$ cat src/rtl/div_seq.sv
// div_seq: iterative radix-2 restoring divider for the RV32M divide group
// (div/divu/rem/remu). One op in flight; request via valid/ready, tagged
// result held on resp_* until the consumer takes it.
// Optional build macro DIV_FAST_SPECIAL_EN: divide-by-zero and signed
// overflow are resolved at accept and presented one cycle later instead
// of running the full iteration.
module div_seq #(
  parameter int unsigned XLEN  = 32,
  parameter int unsigned TAG_W = 5
) (
  input  logic             clk,
  input  logic             rst,
  input  logic             req_valid,
  output logic             req_ready,
  input  logic [1:0]       req_op,
  input  logic [XLEN-1:0]  req_rs1,
  input  logic [XLEN-1:0]  req_rs2,
  input  logic [TAG_W-1:0] req_tag,
  input  logic             flush,
  output logic             resp_valid,
  input  logic             resp_ready,
  output logic [XLEN-1:0]  resp_result,
  output logic [TAG_W-1:0] resp_tag,
  output logic             busy
);

  localparam int unsigned CNT_W = (XLEN > 1) ? $clog2(XLEN) : 1;
  localparam logic [CNT_W-1:0] CNT_LAST = CNT_W'(XLEN - 1);
  localparam logic [XLEN-1:0] XMIN = {1'b1, {(XLEN-1){1'b0}}};

  typedef enum logic [1:0] {
    S_IDLE = 2'd0,
    S_CALC = 2'd1,
    S_DONE = 2'd2
  } state_t;

  state_t           state;
  logic [CNT_W-1:0] counter;
  logic             op_rem;
  logic             q_neg;
  logic             r_neg;
  logic [TAG_W-1:0] tag;
  logic [XLEN-1:0]  divisor;
  logic [XLEN-1:0]  rem;
  logic [XLEN-1:0]  quo;

  // accept-side decode
  logic             signed_op;
  logic             rs1_neg;
  logic             rs2_neg;
  logic [XLEN-1:0]  abs_rs1;
  logic [XLEN-1:0]  abs_rs2;
  logic             accept;

  // one restoring step and the final sign fix-up
  logic [XLEN:0]    rem_sh;
  logic             step_ge;
  logic [XLEN-1:0]  rem_nx;
  logic [XLEN-1:0]  quo_nx;
  logic [XLEN-1:0]  quo_res;
  logic [XLEN-1:0]  rem_res;
  logic [XLEN-1:0]  calc_result;

  // special-case shortcut at accept
  logic             fast_hit;
  logic [XLEN-1:0]  fast_result;

  // Request handshake: only an idle, non-flushed sequencer takes work
  always_comb begin
    req_ready = 1'b0;
    req_ready = (state == S_IDLE) && !flush;
  end

  assign accept = req_valid && req_ready;

  // Operand sign handling: magnitudes for signed ops, raw values for unsigned
  always_comb begin
    signed_op = 1'b0;
    rs1_neg   = 1'b0;
    rs2_neg   = 1'b0;
    abs_rs1   = req_rs1;
    abs_rs2   = req_rs2;
    signed_op = !req_op[0];
    rs1_neg   = signed_op && req_rs1[XLEN-1];
    rs2_neg   = signed_op && req_rs2[XLEN-1];
    if (rs1_neg) abs_rs1 = -req_rs1;
    if (rs2_neg) abs_rs2 = -req_rs2;
  end

  // Restoring step: shift {rem,quo} left, subtract divisor when it fits
  always_comb begin
    rem_sh  = {rem, quo[XLEN-1]};
    step_ge = rem_sh >= {1'b0, divisor};
    rem_nx  = rem_sh[XLEN-1:0];
    if (step_ge) rem_nx = XLEN'(rem_sh - {1'b0, divisor});
    quo_nx  = {quo[XLEN-2:0], step_ge};
  end

  // Final result: a zero divisor keeps the all-ones quotient unsigned-looking
  always_comb begin
    quo_res = quo_nx;
    rem_res = rem_nx;
    if (q_neg && (divisor != '0)) quo_res = -quo_nx;
    if (r_neg) rem_res = -rem_nx;
    calc_result = op_rem ? rem_res : quo_res;
  end

`ifdef DIV_FAST_SPECIAL_EN
  // Divide-by-zero and signed overflow resolved without iterating
  always_comb begin
    fast_hit    = 1'b0;
    fast_result = '0;
    if (req_rs2 == '0) begin
      fast_hit    = 1'b1;
      fast_result = req_op[1] ? req_rs1 : '1;
    end else if (signed_op && (req_rs1 == XMIN) && (req_rs2 == '1)) begin
      fast_hit    = 1'b1;
      fast_result = req_op[1] ? '0 : XMIN;
    end
  end
`else
  // Special cases take the normal iterative path
  always_comb begin
    fast_hit    = 1'b0;
    fast_result = '0;
  end
`endif

  // Sequencer: state, datapath registers and registered response
  always_ff @(posedge clk) begin
    if (rst) begin
      state       <= S_IDLE;
      counter     <= '0;
      op_rem      <= 1'b0;
      q_neg       <= 1'b0;
      r_neg       <= 1'b0;
      tag         <= '0;
      divisor     <= '0;
      rem         <= '0;
      quo         <= '0;
      resp_valid  <= 1'b0;
      resp_result <= '0;
      resp_tag    <= '0;
      busy        <= 1'b0;
    end else if (flush) begin
      state      <= S_IDLE;
      counter    <= '0;
      resp_valid <= 1'b0;
      busy       <= 1'b0;
    end else begin
      unique case (state)
        S_IDLE: begin
          if (accept) begin
            op_rem  <= req_op[1];
            tag     <= req_tag;
            divisor <= abs_rs2;
            quo     <= abs_rs1;
            rem     <= '0;
            q_neg   <= rs1_neg ^ rs2_neg;
            r_neg   <= rs1_neg;
            counter <= '0;
            busy    <= 1'b1;
            if (fast_hit) begin
              state       <= S_DONE;
              resp_valid  <= 1'b1;
              resp_result <= fast_result;
              resp_tag    <= req_tag;
            end else begin
              state <= S_CALC;
            end
          end
        end
        S_CALC: begin
          rem <= rem_nx;
          quo <= quo_nx;
          if (counter == CNT_LAST) begin
            state       <= S_DONE;
            resp_valid  <= 1'b1;
            resp_result <= calc_result;
            resp_tag    <= tag;
          end else begin
            counter <= counter + CNT_W'(1);
          end
        end
        S_DONE: begin
          if (resp_ready) begin
            state      <= S_IDLE;
            resp_valid <= 1'b0;
            busy       <= 1'b0;
          end
        end
        default: begin
          state      <= S_IDLE;
          resp_valid <= 1'b0;
          busy       <= 1'b0;
        end
      endcase
    end
  end

endmodule

$ cat config.mk
export PLATFORM = sky130hd
export DESIGN_NAME = div_seq
export DESIGN_NICKNAME = d
export VERILOG_FILES = /design/src/rtl/div_seq.sv
export SDC_FILE = /design/constraint.sdc
export NUM_CORES = 1
export LEC_CHECK = 0
export ABC_AREA = 1
export CORE_AREA = 2 2 105 209
export DETAILED_ROUTE_END_ITERATION = 6
export DIE_AREA = 0 0 107 211
export GPL_ROUTABILITY_DRIVEN = 0
export PLACE_DENSITY = 0.81
export SLEW_MARGIN = 20
export SYNTH_ARGS = -nofsm -noshare
export SYNTH_HDL_FRONTEND = slang
export SYNTH_SLANG_ARGS = --single-unit
$ cat constraint.sdc
create_clock -name clk -period 5.2 [get_ports clk]
set_clock_uncertainty 0.15 [all_clocks]
set_input_delay 0.52 -clock clk [delete_from_list [all_inputs] [get_ports clk]]
set_output_delay 0.52 -clock clk [all_outputs]
set_load 0.01 [all_outputs]
# Word-level counts from Yosys, hierarchy flattened
# Index checks and enable logic that the tools add are counted.
op_classes:
  reduce_logical: 18
  n_lt_le_gt_ge: 1
  mux: 22
  bitwise: 4
  add_sub_neg: 6
  n_eq_ne: 7
ops:
  columns: ["operator", "n"]
  rows:
  - ["$mux 32", 8]
  - ["$neg 32->32", 4]
  - ["$pmux 32 s2", 2]
  - ["$ge 33x32->1", 1]
  - ["$reduce_bool 32->1", 1]
  - ["$sub 32x32->32", 1]
  - ["$reduce_and 3->1", 7]
  - ["$mux 5", 2]
  - ["$pmux 5 s2", 1]
  - ["$ne 2x2->1 const B", 4]
  - ["$mux 2", 3]
  - ["$pmux 1 s3", 2]
  - ["$pmux 2 s3", 1]
  - ["$add 5x1->5 const B", 1]
  - ["$eq 5x5->1 const B", 1]
  - ["$logic_and 1x1->1", 5]
  - ["$mux 1", 3]
  - ["$not 1->1", 3]
  - ["$eq 2x1->1 const B", 1]
  - ["$eq 2x2->1 const B", 1]
  - ["$logic_not 1->1", 2]
  - ["$logic_not 2->1", 1]
  - ["$reduce_bool 2->1", 1]
  - ["$reduce_or 2->1", 1]
  - ["$xor 1x1->1", 1]
totals:
  out_inout_bits: 40
  register_bits: 150
  elab_cells: 71
  in_bits: 76

# Logic depth before layout (Yosys ltp)
depth:
  word_depth: 5
  mapped_depth: 29
  ltp_nobuf: 28

# Least setup slack after synthesis
# OpenSTA, ideal clock, no wires.
synth_timing:
  kind: "flip-flop to flip-flop"
  from: "register divisor[28]"
  to: "register resp_result[30]"
  required_ns: 4.931
  path_stages_with_launch: 25
  t_arrival_ns: 3.438
  n_path_buf: 1
  slack_ns: 1.493
  period_less_slack_ns: 3.707
  setup_time_ns: 0.119
  cell_sequence: "dfxtp_1 inv_1 ha_1 a21oi_2 nand2_2 a21oi_2 nand2_2 nor2_4 nand2_4 buf_12 inv_1 ha_1 nand3_1 nor3_1 nand2_1 nor3_2 nand4_1 nor2_1 nand3_1 nor2_1 nor2_1 a21oi_1 nand2_1 a21oi_1 a21oi_1"
synth_between:
  elab_chain_cells: 5
  word_cells_on_any_way: 10
  classes_between: "add/sub (3); order compare (1); mux (4); reduce/logical (2)"
synth_rtl:
  columns: ["item", "line", "text"]
  rows:
  - ["start: declaration", "43", "logic [XLEN-1:0] divisor;"]
  - ["start signal: assignment", "156", "divisor <= abs_rs2;"]
  - ["$sub 32x32->32 or $ge 33x32->1 (tied branches)", "95, 93", null]
  - ["$mux 32", "95", "if (step_ge) rem_nx = XLEN'(rem_sh - {1'b0, divisor});"]
  - ["$neg 32->32", "104", "if (r_neg) rem_res = -rem_nx;"]
  - ["$mux 32", "104", null]
  - ["$mux 32 (*)", "105", "calc_result = op_rem ? rem_res : quo_res;"]
  - ["end signal: assignment", "166", "resp_result <= fast_result;"]
  - ["end signal: assignment", "179", "resp_result <= calc_result;"]
  - ["end: declaration", "22", "output logic [XLEN-1:0] resp_result,"]
# Every way passes the cells marked *; elsewhere a longest branch is shown, timed or not.
# A chain may end at the register's enable or synchronous reset.

# Final worst setup path
layout_timing:
  from: "register divisor[1]"
  to: "register resp_result[30]"
# Same word-level chain as after synthesis.

==> results.cfg <==
[outcome]
run_status = completed

[die]
number_of_ports_placed_on_the_die_boundary = 116
fp.dieW_um = 107
coreArea_um2 = 20900
die_area_um2 = 22600
site_row_count = 75
initial_core_util_pct = 58.5
die_h_um = 211

[clock_tree]
post_cts.repair.setup_buffers = 0
clkSlewWorstSetupHoldPaths_ps = 60
cts.path.max_buffers = 2
cts.root.buffer_cell = sky130_fd_sc_hd__clkbuf_16
postCtsHoldBufs = 0
tritoncts.num_buffers = 17
cts.sinks = 150
post_cts_resized = 0
clock_insertion_delay_worst_skew_ps = 450
cts_tree = yes
cts-htree-levels = 4

[setup_path]
setup.worst_path.start = divisor[1]$_SDFFE_PP0P_
regToRegSetupSlack_ps = 540
critical_path_peak_fanout = 25
worstPathArrival_ps = 4840
worstReg2RegStart = divisor[1]$_SDFFE_PP0P_
cp.required_ps = 5390
crit_path_end_kind = register
critical_path.reg2reg.endpoint = resp_result[30]$_SDFFE_PP0P_
startpoint_type = register
timing.reg2reg.worst_path_depth = 25
worstSetupPathType = register to register

[drt]
drc = 0
detail_route.first_pass.iterations = 7
detail_routed_via_count_per_cell = 5.82
wl_mm = 42.7
wire_per_inst_um = 17.8
drt.antenna.violating_nets = 0
route.vias.total = 14003
drt_iter0_drcs = 1087

[synthesis]
netlist_instances = 2049
synth-seq-area-share_pct = 24.5
muxShareOfSynthArea_pct = 0
post_synth_and_or_nand_nor_area_fraction_pct = 36.6
syn_area_per_cell_um2 = 5.97
synth.lib_cells_used.distinct = 51
synthArstFlopShare_pct = 0
synth_flop_cell = sky130_fd_sc_hd__dfxtp_1
synth_adder_area_share_pct = 4.05
largest_family_of_logic_cells_by_synthesized_area = simple AND/OR/NAND/NOR gates
synth-xor-area-share_pct = 4.22
synth_compound_area_share_pct = 19.2
yosysWarningCount = 0
synth.cell_area_um2 = 12200
synth-edff-count = 0
mappedNetlistNets = 2164
postSynthRegisterBits = 150

[min_path]
worst_hold_startpoint = tag[1]$_SDFFE_PP0P_
hold_path_depth = 2
classification_of_the_worst_slack_hold_path = register to register
timing.hold.worst_endpoint = tag[1]$_SDFFE_PP0P_

[grt]
met1_usage_pct = 36.6
grt_start_max_net_pins = 95
use_met2_pct = 68.0
first_global_vias = 13764
groute.layer.met3.usage_pct = 10.5
global_route.overflow_total = 0
busiest_layer = met2
global_route.usage.total_pct = 39.3
grt_antenna_before_repair = 2
grt_pass1_wl_mm = 68.6

[power_and_ir_drop]
power_per_cell_area_nw_per_um2 = 241
fin_total_pwr_mw = 3.40
max-vdd-ir-drop_mv = 0.258
leakage_nw = 6.69

[cells_and_area]
flow.area_growth_from_synthesis_pct = 15.1
final_net_count = 2239
layout.cells.most_common = sky130_fd_sc_hd__nand2_1
post_route_cells_drive_above_1_share_pct = 7.17
most-common-layout-cells = sky130_fd_sc_hd__nand2_1 (515), sky130_fd_sc_hd__inv_1 (265), sky130_fd_sc_hd__a21oi_1 (197)

[run]
max-cap-violations = 0

[sta]
fin_tns_setup_ps = 0
final_max_slew_viol_count = 0
final.period_utilization_pct = 89.6
worst-slew-pin-transition_ps = 886
relSlewSlack_pct = 41.0
min_cycle_time_layout_ps = 4660
grt_setup_unrepaired = no
upper_clock_frequency_limit_mhz = 215
report.final.hold_viol_count = 0
layout_setup_ws_ps = 542
setup_viol = 0

[placed_design]
portBuffers = 115
place_hpwl_mm = 31.6
detailedPlace.worstSlack_ps = 701
## cell usage after synthesis (6+ instances only)
cell type                    n  area, um^2
sky130_fd_sc_hd__a21oi_1   197         986
sky130_fd_sc_hd__a31oi_1    20         125
sky130_fd_sc_hd__and2_1      7        43.8
sky130_fd_sc_hd__clkbuf_1   59         221
sky130_fd_sc_hd__dfxtp_1   150        3000
sky130_fd_sc_hd__ha_1       38         475
sky130_fd_sc_hd__inv_1     267        1000
sky130_fd_sc_hd__inv_2       9        33.8
sky130_fd_sc_hd__nand2_1   515        1930
sky130_fd_sc_hd__nand2_2    35         219
sky130_fd_sc_hd__nand3_1   146         731
sky130_fd_sc_hd__nand3_2    10         100
sky130_fd_sc_hd__nand3b_1    8        60.1
sky130_fd_sc_hd__nand4_1    26         163
sky130_fd_sc_hd__nor2_1    185         694
sky130_fd_sc_hd__nor2_2     11        68.8
sky130_fd_sc_hd__nor2_4      6        67.6
sky130_fd_sc_hd__nor3_1     27         135
sky130_fd_sc_hd__nor3_2      6        60.1
sky130_fd_sc_hd__nor4_1      9        56.3
sky130_fd_sc_hd__o211ai_1   13        97.6
sky130_fd_sc_hd__o21ai_0   175         876
sky130_fd_sc_hd__o21ai_1     6        30.0
sky130_fd_sc_hd__or2_2       9        56.3
sky130_fd_sc_hd__xnor2_1     9        78.8
sky130_fd_sc_hd__xor2_1     50         438
## layer usage
metal	vias up	share of wire (%)
met3	258	7.6
met1	6272	32
met5	-	0.035
li1	6822	-
met4	2	11
met2	649	49
## stage by stage
stage	std cells	utilization [%]	hold slack, ps	area [um^2]
detailed placement	2374	64.6	295	13500
CTS	2404	67.3	306	14100
finish	2405	67.3	305	14100
global placement	2374	64.6	292	13500
global route	2404	67.3	335	14100
floorplan	2049	-	280	12200
## layout make-up
cell class / instances / area (um^2)
Multi-Input combinational cell: 1543 / 7850
Antenna cell: 1 / 2.50
Clock inverter: 10 / 123
Timing Repair Buffer: 133 / 1280
Fill cell: 1960 / 6830
Clock buffer: 20 / 447
Inverter: 279 / 1050
Sequential cell: 150 / 3000
Tap cell: 269 / 337
## flip-flops by register name (all words and copies together), names as in the netlist
signal	count
busy	1
counter	5
divisor	32
op_rem	1
q_neg	1
quo	32
r_neg	1
rem	32
resp_result	32
resp_tag	5
resp_valid	1
state	2
tag	5
## worst max-delay path, stage by stage (launching register included)
cell and delay [ps]:
sky130_fd_sc_hd__dfxtp_1 320, sky130_fd_sc_hd__inv_1 100, sky130_fd_sc_hd__ha_1 480, sky130_fd_sc_hd__nand2_1 120, sky130_fd_sc_hd__nor2_1 60, sky130_fd_sc_hd__nand3_1 100
sky130_fd_sc_hd__nand3_2 130, sky130_fd_sc_hd__nand2_2 110, sky130_fd_sc_hd__nand2_2 80, sky130_fd_sc_hd__nand2_4 290, sky130_fd_sc_hd__nand2_4 70, sky130_fd_sc_hd__inv_1 200
sky130_fd_sc_hd__ha_1 240, sky130_fd_sc_hd__nand3_1 130, sky130_fd_sc_hd__nor3_1 250, sky130_fd_sc_hd__nand2_1 160, sky130_fd_sc_hd__nor3_2 250, sky130_fd_sc_hd__nand4_1 170
sky130_fd_sc_hd__nor2_1 210, sky130_fd_sc_hd__nand3_1 170, sky130_fd_sc_hd__nor2_1 210, sky130_fd_sc_hd__nor2_1 90, sky130_fd_sc_hd__a21oi_1 150, sky130_fd_sc_hd__nand2_1 60
sky130_fd_sc_hd__a21oi_1 140, sky130_fd_sc_hd__a21oi_1 90
## logic make-up after synthesis
logic type | after synthesis
buf+inv | 356
xor+xnor | 59
simple gates | 1008
fa+ha+maj | 39
compound gates | 437
flops | 150
## worst max path at each step
stage	to	slack, ps	depth (start not counted)
6_report	resp_result[30]$_SDFFE_PP0P_	540	25
5_1_grt	resp_result[30]$_SDFFE_PP0P_	30	25
4_1_cts	resp_result[30]$_SDFFE_PP0P_	660	27
3_5_place_dp	resp_result[30]$_SDFFE_PP0P_	700	25
3_3_place_gp	resp_result[30]$_SDFFE_PP0P_	820	25
2_1_floorplan	resp_result[30]$_SDFFE_PP0P_	1490	24
## report_power, final
group,total (mW),internal [mW],switching [mW]
combinational,0.920,0.298,0.621
clock,1.24,0.717,0.526
sequential,1.23,1.19,0.0404
No activity file was read; power rests on OpenSTA's default activity.
